**src/rtl/fx2_fifo_master.sv**
```systemverilog
// fx2_fifo_master: FPGA-side master for the FX2 slave-FIFO interface.
// Drains the OUT endpoint into rx_*, fills the IN endpoint from tx_*, and shares the FIFO bus between them.
`timescale 1ns/1ps
module fx2_fifo_master #(
    parameter logic [1:0] OUT_ADR  = 2'b00,
    parameter logic [1:0] IN_ADR   = 2'b10,
    parameter int         PKT_SIZE = 512,
    parameter int         BURST    = 64
) (
    input  logic       ifclk,
    input  logic       reset_n,
    output logic [1:0] fifoadr,
    input  logic [7:0] fd_in,
    output logic [7:0] fd_out,
    output logic       fd_oe,
    output logic       sloe,
    output logic       slrd,
    output logic       slwr,
    output logic       pktend,
    input  logic       out_empty,
    input  logic       in_full,
    output logic [7:0] rx_data,
    output logic       rx_valid,
    input  logic       rx_ready,
    input  logic [7:0] tx_data,
    input  logic       tx_valid,
    output logic       tx_ready,
    input  logic       tx_flush
);
    localparam int PKT_W   = $clog2(PKT_SIZE);
    localparam int BURST_W = $clog2(BURST + 1);

    typedef enum logic [2:0] {
        S_IDLE,
        S_RD_SEL,
        S_RD,
        S_WR_SEL,
        S_WR,
        S_PKTEND
    } state_t;

    state_t             r_state;
    state_t             w_next;
    logic [1:0]         r_fifoadr;
    logic [BURST_W-1:0] r_burst_cnt;
    logic [PKT_W-1:0]   r_pkt_cnt;
    logic [3:0]         r_poll_cnt;
    logic               r_rd_hint;
    logic               r_last_was_wr;

    logic [7:0]         r_skid_mem [2];
    logic               r_skid_wptr;
    logic               r_skid_rptr;
    logic [1:0]         r_skid_cnt;

    logic               w_burst_ok;
    logic               w_skid_room;
    logic               w_rx_pop;
    logic               w_rd_pend;
    logic               w_wr_pend;
    logic               w_rd_go;
    logic               w_wr_go;
    logic               w_flush_go;

    assign w_burst_ok  = r_burst_cnt < BURST_W'(BURST);
    // A full skid buffer still has room when the sink drains an entry this cycle.
    assign w_skid_room = (r_skid_cnt != 2'd2) || rx_ready;
    assign rx_valid    = r_skid_cnt != 2'd0;
    assign rx_data     = r_skid_mem[r_skid_rptr];
    assign w_rx_pop    = rx_valid && rx_ready;

    // Skip read visits that could not move a byte because the skid buffer is full.
    assign w_rd_pend  = (r_rd_hint || (&r_poll_cnt)) && (r_skid_cnt != 2'd2);
    assign w_wr_pend  = tx_valid || (tx_flush && (r_pkt_cnt != '0));
    assign w_rd_go    = !out_empty && w_skid_room && w_burst_ok;
    assign w_wr_go    = tx_valid && !in_full && w_burst_ok;
    assign w_flush_go = !tx_valid && tx_flush && (r_pkt_cnt != '0);

    assign fifoadr  = r_fifoadr;
    assign tx_ready = slwr;

    // NOTE: every output of this block gets a default first, so no path can infer a latch.
    always_comb begin
        w_next = r_state;
        sloe   = 1'b0;
        fd_oe  = 1'b0;
        slrd   = 1'b0;
        slwr   = 1'b0;
        pktend = 1'b0;
        fd_out = 8'h00;
        case (r_state)
            S_IDLE: begin
                if (w_rd_pend && w_wr_pend) begin
                    w_next = r_last_was_wr ? S_RD_SEL : S_WR_SEL;
                end else if (w_rd_pend) begin
                    w_next = S_RD_SEL;
                end else if (w_wr_pend) begin
                    w_next = S_WR_SEL;
                end
            end
            S_RD_SEL: begin
                sloe   = 1'b1;
                w_next = S_RD;
            end
            S_RD: begin
                sloe = 1'b1;
                slrd = w_rd_go;
                if (!w_rd_go) begin
                    w_next = S_IDLE;
                end
            end
            S_WR_SEL: begin
                fd_oe  = 1'b1;
                w_next = S_WR;
            end
            S_WR: begin
                fd_oe  = 1'b1;
                fd_out = tx_data;
                slwr   = w_wr_go;
                if (w_flush_go) begin
                    w_next = S_PKTEND;
                end else if (!w_wr_go) begin
                    w_next = S_IDLE;
                end
            end
            S_PKTEND: begin
                pktend = 1'b1;
                w_next = S_IDLE;
            end
            default: w_next = S_IDLE;
        endcase
    end

    // NOTE: state registers use non-blocking assignments so every flop samples pre-edge values.
    always_ff @(posedge ifclk) begin
        if (!reset_n) begin
            r_state       <= S_IDLE;
            r_fifoadr     <= OUT_ADR;
            r_burst_cnt   <= '0;
            r_pkt_cnt     <= '0;
            r_poll_cnt    <= 4'd0;
            r_rd_hint     <= 1'b0;
            r_last_was_wr <= 1'b1;
        end else begin
            r_state    <= w_next;
            r_poll_cnt <= r_poll_cnt + 4'd1;

            if (r_fifoadr == OUT_ADR) begin
                r_rd_hint <= !out_empty;
            end

            if (r_state == S_IDLE) begin
                r_burst_cnt <= '0;
                if (w_next == S_RD_SEL) begin
                    r_fifoadr     <= OUT_ADR;
                    r_last_was_wr <= 1'b0;
                end else if (w_next == S_WR_SEL) begin
                    r_fifoadr     <= IN_ADR;
                    r_last_was_wr <= 1'b1;
                end
            end else if (slrd || slwr) begin
                r_burst_cnt <= r_burst_cnt + BURST_W'(1);
            end

            // The count is log2(PKT_SIZE) bits wide, so a full packet wraps it to zero.
            if (r_state == S_PKTEND) begin
                r_pkt_cnt <= '0;
            end else if (slwr) begin
                r_pkt_cnt <= r_pkt_cnt + PKT_W'(1);
            end
        end
    end

    // NOTE: the skid storage is not reset; the reset count marks its contents invalid.
    always_ff @(posedge ifclk) begin
        if (slrd) begin
            r_skid_mem[r_skid_wptr] <= fd_in;
        end
    end

    always_ff @(posedge ifclk) begin
        if (!reset_n) begin
            r_skid_wptr <= 1'b0;
            r_skid_rptr <= 1'b0;
            r_skid_cnt  <= 2'd0;
        end else begin
            if (slrd) begin
                r_skid_wptr <= !r_skid_wptr;
            end
            if (w_rx_pop) begin
                r_skid_rptr <= !r_skid_rptr;
            end
            case ({slrd, w_rx_pop})
                2'b10:   r_skid_cnt <= r_skid_cnt + 2'd1;
                2'b01:   r_skid_cnt <= r_skid_cnt - 2'd1;
                default: r_skid_cnt <= r_skid_cnt;
            endcase
        end
    end

endmodule
```
**config.mk**
```make
export PLATFORM = sky130hd
export DESIGN_NAME = fx2_fifo_master
export DESIGN_NICKNAME = d
export VERILOG_FILES = /design/src/rtl/fx2_fifo_master.sv
export SDC_FILE = /design/constraint.sdc
export NUM_CORES = 1
export LEC_CHECK = 0
export CORE_ASPECT_RATIO = 2
export CORE_UTILIZATION = 35
export DETAILED_ROUTE_END_ITERATION = 8
export GPL_ROUTABILITY_DRIVEN = 0
export PLACE_DENSITY = 0.7
export SYNTH_ARGS = -nofsm -noshare
export SYNTH_HDL_FRONTEND = slang
export SYNTH_SLANG_ARGS = --single-unit
```
**constraint.sdc**
```tcl
create_clock -name ifclk -period 5.5 [get_ports ifclk]
set_clock_uncertainty 0.1 [all_clocks]
set_input_delay 1.1 -clock ifclk [delete_from_list [all_inputs] [get_ports ifclk]]
set_output_delay 1.1 -clock ifclk [all_outputs]
set_load 0.02 [all_outputs]
```
Word-level counts from Yosys, hierarchy flattened
Memories as Yosys holds them, arrays and structs flattened. A register that Yosys moved wholly into a read port is not among the register bits. Cells that the tools add are included.

Register bits after elaboration: 31. Memory bits (writable): 16. Bits of input ports: 23. Output and inout port bits: 25. Logic and storage cells: 82. Memories kept: 1.

Add/subtract/negate cells: 5. Order comparisons: 1. Equality and inequality tests: 10. Multiplexer cells: 23. Bitwise gates (word level): 1. Reductions and logical operators: 31.

Memory list: r_skid_mem (words 2, bits a word 8, rd ports 1, clocked after Yosys merged registers in 1, wr ports 1, line 51) `logic [7:0] r_skid_mem [2];`.

Operator list (count): $mux W3 (6); $pmux W3 S5 (1); $mux W1 (11); $logic_and A1 B1 Y1 (10); $add A9 B1 Y9 const B (1); $eq A3 B2 Y1 const B (3); $reduce_bool A9 Y1 (1); $mux W8 (1); $reduce_or A2 Y1 (4); $add A7 B1 Y7 const B (1); $lt A7 B7 Y1 const B (1); $eq A3 B1 Y1 const B (2); $eq A3 B3 Y1 const B (2); $mux W2 (3); $reduce_bool A2 Y1 (3); $logic_not A1 Y1 (5); $add A4 B1 Y4 const B (1); $logic_or A1 B1 Y1 (4); $pmux W2 S2 (1); $reduce_and A4 Y1 (1); $logic_not A3 Y1 (1); $add A2 B1 Y2 const B (1); $eq A2 B1 Y1 const B (1); $eq A2 B2 Y1 const B (1); other kinds (5) (5).

Depth between registers and ports, before layout
Depth after elaboration: 10. Gate-level depth with buffers: 8.

Worst setup path after synthesis
OpenSTA, ideal clock, no wires.

Kind: input port to output port. Start: input in_full. End: output tx_ready. Arrival time: 1.980 ns. Setup slack: 2.320 ns. Cell stages on the path: 4. Path through: and4bb_4 -> nand2_2 -> inv_1 -> buf_4.

Longest elaborated chain between the ends: 4.

RTL lines: start, declared (line 21) `input logic in_full,`; $logic_not A1 Y1 (line 76) `assign w_wr_go = tx_valid && !in_full && w_burst_ok;`; $logic_and A1 B1 Y1 (2 in series) (line 76); $mux W1 (line 91) `case (r_state)`; end, declared (line 27) `output logic tx_ready,`.

Every way passes these cells.

Worst setup path after layout
Start: input tx_valid. End: output tx_ready.

Longest elaborated chain between the ends: 3.

RTL lines: start, declared (line 26) `input logic tx_valid,`; $logic_and A1 B1 Y1 (2 in series) (line 76); $mux W1 (line 91).

Every way passes these cells.

==> impl_metrics.yaml <==
run_status:
  status: "finished, violations left"
  violations: "DRC"
drt:
  drc: 4
  drtPass1Iterations: 6
  ant_nets: 0
  via_per_inst: 4.85
  drt-total-wl_um: 4470
  drt_iter0_drc: 45
  num_vias: 1649
  avgRoutedWirePerCell_um: 13.1
timing:
  finalSetupTns_ns: 0
  relSlewSlack: 0.451
  setup_violations: 0
  period_share: 0.765
  rsz0062_at_grt: "no"
  tightest_slew_ns: 0.821
  setup_ws_ns: 1.29
  hold_viol: 0
  post-route-min-period_ns: 4.21
  max_freq_ghz: 0.238
  slew_violations: 0
grt:
  grt_use_total: 0.145
  grt_max_degree: 17
  grt_pass1_vias: 1632
  antenna_found_initial: 0
  overflow: 0
  grt_pass1_wl_um: 7270
clock_network:
  h-tree-depth: 2
  cts.repair.resized: 0
  numCtsBuffers: 5
  ctsHoldBuffers: 0
  cts_sinks: 47
  clk_path_buf_depth: 2
  cts_tree: "done"
  cts-root-buf: "clkbuf_16"
  cts_setup_buffers: 0
  clkTransAtPathRegs_ns: 0.06
  worstSkewPairLatency_ns: 0.28
setup_path:
  ff2ff_setup_slack_ns: 3.33
  end_kind: "primary output"
  startpoint_type: "input pin"
  crit_type: "input pin to primary output"
  cp.arrival_ns: 3.01
  path_max_fanout: 12
  cp.required_ns: 4.30
floorplan:
  initial_core_util: 0.363
  ios: 48
  rows: 40
  die-width_um: 58.0
  die-height_um: 114
  dieArea_um2: 6620
  core_region_area_um2: 6060
place:
  placedCellCount: 332
  dp_hpwl_um: 3400
  dp_slack_ns: 1.31
  port_buffers: 46
synthesis:
  yosysSeqAreaShare: 0.501
  ys_ff_latch: 47
  synth_edf_count: 16
  ys_async_sr_fraction: 0
  synth_area_per_cell_um2: 10.4
  syn-cell-area_um2: 2200
  synthCells: 212
  syn-num-nets: 240
  synth_warnings: 0
  synth-main-ff-cell: "dfxtp_1"
  yosysUniqueCellTypes: 48
final_layout:
  final_cell_mix: "clkdlybuf4s50_1, dfxtp_1, nor2_1, edfxtp_1, a21oi_1"
  fillerInstances: 582
  syn_to_final_growth_pct: 30.3
  layout.nets: 283
  final_common_cell: "clkdlybuf4s50_1"
  layout-drive-gt1-share: 0.117
  diodes: 0
  layoutNonFillerInstCount: 340
  postLayoutCoreUtil: 0.473
power_and_ir_drop:
  p_total_uw: 889
  leakagePower_nw: 1.00
  ir_worst_vdd_mv: 0.154
  powerDensity_nw_per_um2: 310
job:
  maxCapViolations: 0
hold_path:
  hold_path_class: "register to register"
==> area by class of cell <==
cell class                 count  area [µm²]  share of cell area
clock inverter                 3        46.3              0.0162
multi-input combinational    147         997               0.348
sequential                    47        1100               0.384
clock buffer                   5         125              0.0437
tap                           84         105              0.0367
timing repair buffer          46         460               0.161
inverter                       8        30.0              0.0105
==> stage by stage <==
stage | hold slack (ns) | area (µm²)
6_report | 0.354 | 2870
5_1_grt | 0.366 | 2870
4_1_cts | 0.359 | 2870
3_5_place_dp | 0.342 | 2690
3_3_place_gp | 0.334 | 2690
2_1_floorplan | 0.318 | 2200
==> synthesized netlist by cell type (2+ instances only) <==
master | n | area share
a2111o_1 | 3 | 0.015
nor3_1 | 3 | 0.0068
xor2_1 | 3 | 0.012
xnor2_1 | 6 | 0.024
o21a_1 | 2 | 0.0068
nand3_1 | 8 | 0.018
buf_4 | 2 | 0.0068
and2_1 | 12 | 0.034
nand4_1 | 3 | 0.0085
mux2_2 | 8 | 0.041
nand2b_1 | 3 | 0.0085
clkbuf_1 | 3 | 0.0051
nand3b_1 | 2 | 0.0068
or2_2 | 2 | 0.0057
ha_1 | 5 | 0.028
inv_1 | 8 | 0.014
o21ai_0 | 10 | 0.023
a21boi_0 | 2 | 0.0068
nor2_1 | 20 | 0.034
buf_6 | 3 | 0.015
edfxtp_1 | 16 | 0.22
a21oi_1 | 15 | 0.034
buf_2 | 2 | 0.0046
o21ai_2 | 2 | 0.0080
dfxtp_1 | 31 | 0.28
or3_1 | 7 | 0.020
nand2_1 | 10 | 0.017
==> report_power, final <==
group,switching [mW],internal (mW)
Sequential,0.0197,0.377
Combinational,0.0711,0.0793
Clock,0.126,0.216
==> cells by family (layout without fill, tap and decap cells) <==
group / count (synthesis) / after routing / share of synthesized area
XOR/XNOR: 9 / 9 / 0.0359
buffers and inverters: 18 / 62 / 0.0455
adder cells (fa/ha/maj): 5 / 5 / 0.0285
flip-flops: 47 / 47 / 0.501
AO/OA/AOI/OAI: 42 / 42 / 0.124
multiplexers: 9 / 9 / 0.0455
other: 1 / 1 / 0.00171
AND/OR/NAND/NOR: 81 / 81 / 0.219
==> critical path, stage by stage <==
cell	delay [ns]
clkdlybuf4s50_1	0.55
and4bb_4	0.31
nand2_2	0.16
inv_1	0.23
clkdlybuf4s50_1	0.64
==> state kept, by name (all words and copies together) (netlist names), named ones only <==
signal / cells
r_pkt_cnt: 9
r_state: 3
r_skid_cnt: 2
r_rd_hint: 1
r_skid_wptr: 1
r_last_was_wr: 1
fifoadr: 1
r_skid_rptr: 1
r_skid_mem: 16
r_burst_cnt: 7
r_poll_cnt: 4
==> final timing paths <==
check	cells past startpoint	end	start
min reg2reg	1	r_poll_cnt[0]$_SDFF_PN0_	r_poll_cnt[0]$_SDFF_PN0_
max reg2reg	3	r_skid_mem[0][3]$_DFFE_PP_	r_state[1]$_SDFF_PN0_
max	5	tx_ready	tx_valid
min	1	r_poll_cnt[0]$_SDFF_PN0_	r_poll_cnt[0]$_SDFF_PN0_
==> metal layers <==
layer / part of all wire / global-route usage / vias to the layer above
li1: - / - / 837
met4: 0.024 / 0.0651 / 0
met3: 0.031 / 0.0316 / 9
met2: 0.57 / 0.280 / 33
met5: 0 / 0 / -
met1: 0.37 / 0.138 / 770
(Power assumes the default switching activity.)
==> RTL change 1: new RTL, config.mk and constraints unchanged <==
Make the reset (`reset_n`) asynchronous in 2 clocked blocks.
--- a/src/rtl/fx2_fifo_master.sv
+++ b/src/rtl/fx2_fifo_master.sv
@@ -134,3 +134,3 @@
     // NOTE: state registers use non-blocking assignments so every flop samples pre-edge values.
-    always_ff @(posedge ifclk) begin
+    always_ff @(posedge ifclk or negedge reset_n) begin
         if (!reset_n) begin
@@ -180,3 +180,3 @@
 
-    always_ff @(posedge ifclk) begin
+    always_ff @(posedge ifclk or negedge reset_n) begin
         if (!reset_n) begin
Check against the original RTL: differs if reset_n is asserted again (counterexample within 4 cycles, from zero or initial values and one cycle with reset_n low); with reset_n held inactive, the same outputs for 10 cycles.
==> RTL change 1 against the original RTL <==
  * Sequential cell count down 1
  * Register-to-register slack better by 0.15 ns
  * Area after synthesis up 0.85%
  * Wire length down 1.6%
  * Critical path depth unchanged
  * Final area up 1.2%
  * Worst setup slack worse by 0.093 ns
  * Largest cell class unchanged
  * Highest routed layer unchanged
Power is not compared: it rests on default switching activity, and its combinational part moved more than twofold at a synthesized area within 25%.
==> RTL change 1: results (changes against the original RTL) <==
[place]
dpl_cell_area_um2=2750  ; +2.2%
placedCellCount=318  ; -4.2%
dp_hpwl_um=3320  ; -2.4%
io_buffers=46  ; unchanged

[clock_tree]
clk_latency_ns=0.29
cts_buffers=5  ; unchanged
h-tree-depth=2  ; unchanged
hold_buffers=0  ; unchanged
cts_buffer_depth=2  ; unchanged
cts-root-buf=clkbuf_16
postCtsResizedCells=0  ; unchanged
cts_setup_buffers=0  ; unchanged
clk_pin_slew_ns=0.06  ; about the same

[critical_path]
cp-endpoint=slwr
crit_arrival_ns=3.10  ; +0.09 ns
r2r_slack_ns=3.48  ; +0.15 ns
reg2regPathDepth=4  ; +1
reg2reg_to=r_skid_mem[1][7]$_DFFE_PP_
timing.rr.start=r_state[0]$_DFF_PN0_
crit_fanout=9  ; -3
critPathLaunch=tx_valid

[yosys]
ys_seq_area_frac=0.556  ; +0.0550
ys_types=45  ; -6.3%
synth_xor_area_frac=0.0395  ; +0.00365
yosysWarnings=0  ; unchanged
synthAdderAreaFrac=0.0282  ; -0.000241
synthArstFlopShare=0.652  ; +0.652
yosysMostFrequentCell=dfrtp_1
syn-num-nets=222  ; -7.5%
netlist_instances=194  ; -8.5%
ys_top_cells_by_area=dfrtp_1 (33%), edfxtp_1 (22%), mux2_2 (4.1%)
synth_flop_cell=dfrtp_1
ys_top_cells_by_count=dfrtp_1 (29), edfxtp_1 (16), nand2_1 (16)
synthMuxAreaShare=0.0587  ; +0.0132
synth_compound_area_frac=0.0993  ; -0.0242

[final_layout]
reg_top3=r_skid_mem (16), r_pkt_cnt (9), r_burst_cnt (7)
final_layout_size_suffix_gt1_frac=0.116  ; -0.00149
fin_nets=269  ; -4.9%
n_antenna_cell=0  ; unchanged
fillCellCount=581  ; -0.17%
fin_cells=326  ; -4.1%

[global_routing]
antenna_found_initial=0  ; unchanged
grt_max_degree=31  ; +14
grt.total_usage=0.147  ; +0.00201
grt_pass1_wl_um=7200  ; -1.0%

[power_and_ir_drop]
p_leak_nw=1.16
ir_worst_vdd_mv=0.314

[timing]
worst-slew-pin-transition_ns=0.663  ; -0.158 ns

[status]
outcome=finished, final reports clean

[min_path]
hold_path_class=reg2reg

[drt]
drt-wirelength-per-cell_um=13.5  ; +2.6%
dr.pass1.iters=4  ; -2
num_vias=1617  ; -1.9%
drt_iter0_drc=36  ; -20%

## RTL change 1: changes by cell type in the layout (fill, tap and decap cells not counted), moves of 3 or more
cell	change
dfxtp_1	-31
dfrtp_1	+29
nor2_1	-11
a21oi_1	-6
nand2_1	+6
or3_1	-4
a2111o_1	-3
inv_1	-3
mux2i_1	+3
## RTL change 1: layout make-up
class	instances	area (um2)	area share
Timing Repair Buffer	47	468	0.161
Multi-Input combinational cell	133	918	0.317
Sequential cell	46	1230	0.425
Inverter	8	30.0	0.0104
Clock inverter	3	21.3	0.00733
Tap cell	84	105	0.0362
Clock buffer	5	125	0.0431
## RTL change 1: stage by stage
| step | hold slack, ns | worst slack, ns | power [mW] | utilization |
|---|---|---|---|---|
| after detailed placement | 0.343 | 1.18 | 0.989 | 0.455 |
| after CTS | 0.353 | 1.18 | 1.29 | 0.479 |
| final | 0.349 | 1.20 | 1.27 | 0.479 |
| after floorplan | 0.322 | 2.33 | 0.807 | - |
| after global routing | 0.375 | 1.02 | 1.34 | 0.479 |
| after global placement | 0.334 | 1.23 | 0.980 | 0.455 |
## RTL change 1: worst max-delay path, stage by stage
cell	delay (ns)
clkdlybuf4s50_1	0.58
nor3b_4	0.35
nand2_1	0.22
clkinv_1	0.22
clkdlybuf4s50_1	0.63
## RTL change 1: cells by family after synthesis
| logic type | count (synthesis) |
|---|---|
| multiplexers | 12 |
| XOR/XNOR | 10 |
| AND/OR/NAND/NOR | 71 |
| AO/OA/AOI/OAI | 34 |
| other | 1 |
| flip-flops | 46 |
| adder cells (fa/ha/maj) | 5 |
| buffers and inverters | 15 |
## RTL change 1: report_power, final
part	switching [mW]	internal, mW
registers	0.0750	0.426
logic	0.243	0.231
clock network	0.126	0.168
total	0.444	0.825
## RTL change 1: layer usage
metal,routed length [um],up-vias,track usage
li1,-,786,-
met1,1580,772,0.143
met5,0,-,0
met3,177,13,0.0305
met2,2430,46,0.263
met4,208,0,0.105
## RTL change 1: worst min path at each step
stage | start | to | cells after the start
3_3_place_gp | r_poll_cnt[0]$_DFF_PN0_ | r_poll_cnt[0]$_DFF_PN0_ | 1
6_report | r_poll_cnt[0]$_DFF_PN0_ | r_poll_cnt[0]$_DFF_PN0_ | 1
2_1_floorplan | r_poll_cnt[0]$_DFF_PN0_ | r_poll_cnt[0]$_DFF_PN0_ | 1
3_5_place_dp | r_poll_cnt[0]$_DFF_PN0_ | r_poll_cnt[0]$_DFF_PN0_ | 1
4_1_cts | r_poll_cnt[0]$_DFF_PN0_ | r_poll_cnt[0]$_DFF_PN0_ | 1
5_1_grt | r_poll_cnt[0]$_DFF_PN0_ | r_poll_cnt[0]$_DFF_PN0_ | 1
==> RTL change 2: new RTL, same flow settings <==
Made on the original files. `BURST`: 64 -> 256.
--- a/src/rtl/fx2_fifo_master.sv
+++ b/src/rtl/fx2_fifo_master.sv
@@ -7,3 +7,3 @@
     parameter int         PKT_SIZE = 512,
-    parameter int         BURST    = 64
+    parameter int         BURST    = 256
 ) (
Behaviour: same outputs for any inputs over 10 cycles, from zero or initial values and one cycle with reset_n low; that may be too few to reach the edited logic, so the function may still have changed.
==> RTL change 2 against the original RTL <==
  * Combinational power hardly changed
  * Wire length is 4.2% higher
  * Final area is 2.0% higher
  * Critical path type unchanged
  * Power is 1.9% lower
  * Area after synthesis is 2.0% higher
  * Sequential cell count is 2 higher
  * Worst setup slack worse by 0.055 ns
  * First-iteration DRC count is 33% lower
==> RTL change 2: results (changes against the original RTL) <==
[global_routing]
met1_usage=0.158  ; +0.0192
grt_pass1_wl_um=7650  ; +5.1%
met2_usage=0.285  ; +0.00536
grt_max_degree=19  ; +2
grt_use_met3=0.0180  ; -0.0136
grt_pass1_vias=1650  ; +1.1%
grt.total_usage=0.150  ; +0.00582

[critical_path]
crit_arrival_ns=3.06  ; +0.05 ns
crit_type=in2out
r2r_slack_ns=3.41  ; +0.08 ns
crit_fanout=10  ; -2
reg2reg_to=r_skid_mem[0][1]$_DFFE_PP_

[drt]
vias_per_cell=4.91  ; +1.2%
routed_wl_um=4650  ; +4.2%
wl_met1_um=1760  ; +6.0%
drt_iter0_drc=30  ; -33%
dr_wl_met2_um=2670  ; +4.3%
drt-wirelength-per-cell_um=13.3  ; +0.90%
wl_met3_um=106  ; -24%
dr.pass1.iters=4  ; -2

[yosys]
synth_edf_count=16  ; unchanged
ys_top_cells_by_area=dfxtp_1 (29%), edfxtp_1 (21%), mux2_2 (4.0%)
synthMuxAreaShare=0.0625  ; +0.0170
syn-num-nets=249  ; +3.8%
synth_xor_area_frac=0.0352  ; -0.000700
ys_types=49  ; +2.1%
synthAdderAreaFrac=0.0279  ; -0.000556
ys_top_cells_by_count=dfxtp_1 (33), nor2_1 (20), edfxtp_1 (16)
synth.avg_cell_area_um2=10.1  ; -2.2%
synth_compound_area_frac=0.112  ; -0.0113
ys_seq_area_frac=0.509  ; +0.00807

[timing]
hold_slack_ns=0.354  ; +0.00000400 ns
slew_headroom=0.465  ; +0.0137
worst_slack_ns=1.24  ; -0.0548 ns

[place]
dp_hpwl_um=3500  ; +2.8%
placedCellCount=343  ; +3.3%
dpl_cell_area_um2=2770  ; +2.7%

[power_and_ir_drop]
ir_worst_vdd_mv=0.249  ; +62%
p_leak_nw=1.04  ; +3.9%

[final_layout]
fin_nets=294  ; +3.9%
reg_top3=r_skid_mem (16), r_burst_cnt (9), r_pkt_cnt (9)
final_layout_size_suffix_gt1_frac=0.109  ; -0.00857
n_antenna_cell=0  ; unchanged

[clock_tree]
cts_buffers=5  ; unchanged
hold_buffers=0  ; unchanged

[min_path]
whs_endpoint=r_poll_cnt[0]$_SDFF_PN0_

[status]
outcome=finished, final reports clean

## RTL change 2: report_power, final
part / switching [mW] / total (mW) / internal (mW)
combinational: 0.0718 / 0.150 / 0.0783
sequential: 0.0189 / 0.410 / 0.391
clock: 0.137 / 0.311 / 0.174
## RTL change 2: cells by family (layout without fill, tap and decap cells)
group / count (synthesis) / in the layout
simple gates: 88 / 88
flops: 49 / 49
compound gates: 40 / 40
buf+inv: 16 / 62
mux: 13 / 13
xor+xnor: 9 / 9
fa+ha+maj: 5 / 5
other cells: 1 / 1
## RTL change 2: worst max-delay path, cell delays in order
cell and delay, ns:
clkdlybuf4s50_1 0.55, nor3b_2 0.39, nand2_2 0.20, clkinv_2 0.18, clkdlybuf4s50_1 0.63
## RTL change 2: layout make-up
class                      instances  area [um2]
clock buffer                       5         125
clock inverter                     3        28.8
fill                             597        3180
inverter                           8        31.3
multi-input combinational        156        1030
sequential                        49        1140
tap                               84         105
timing repair buffer              46         460
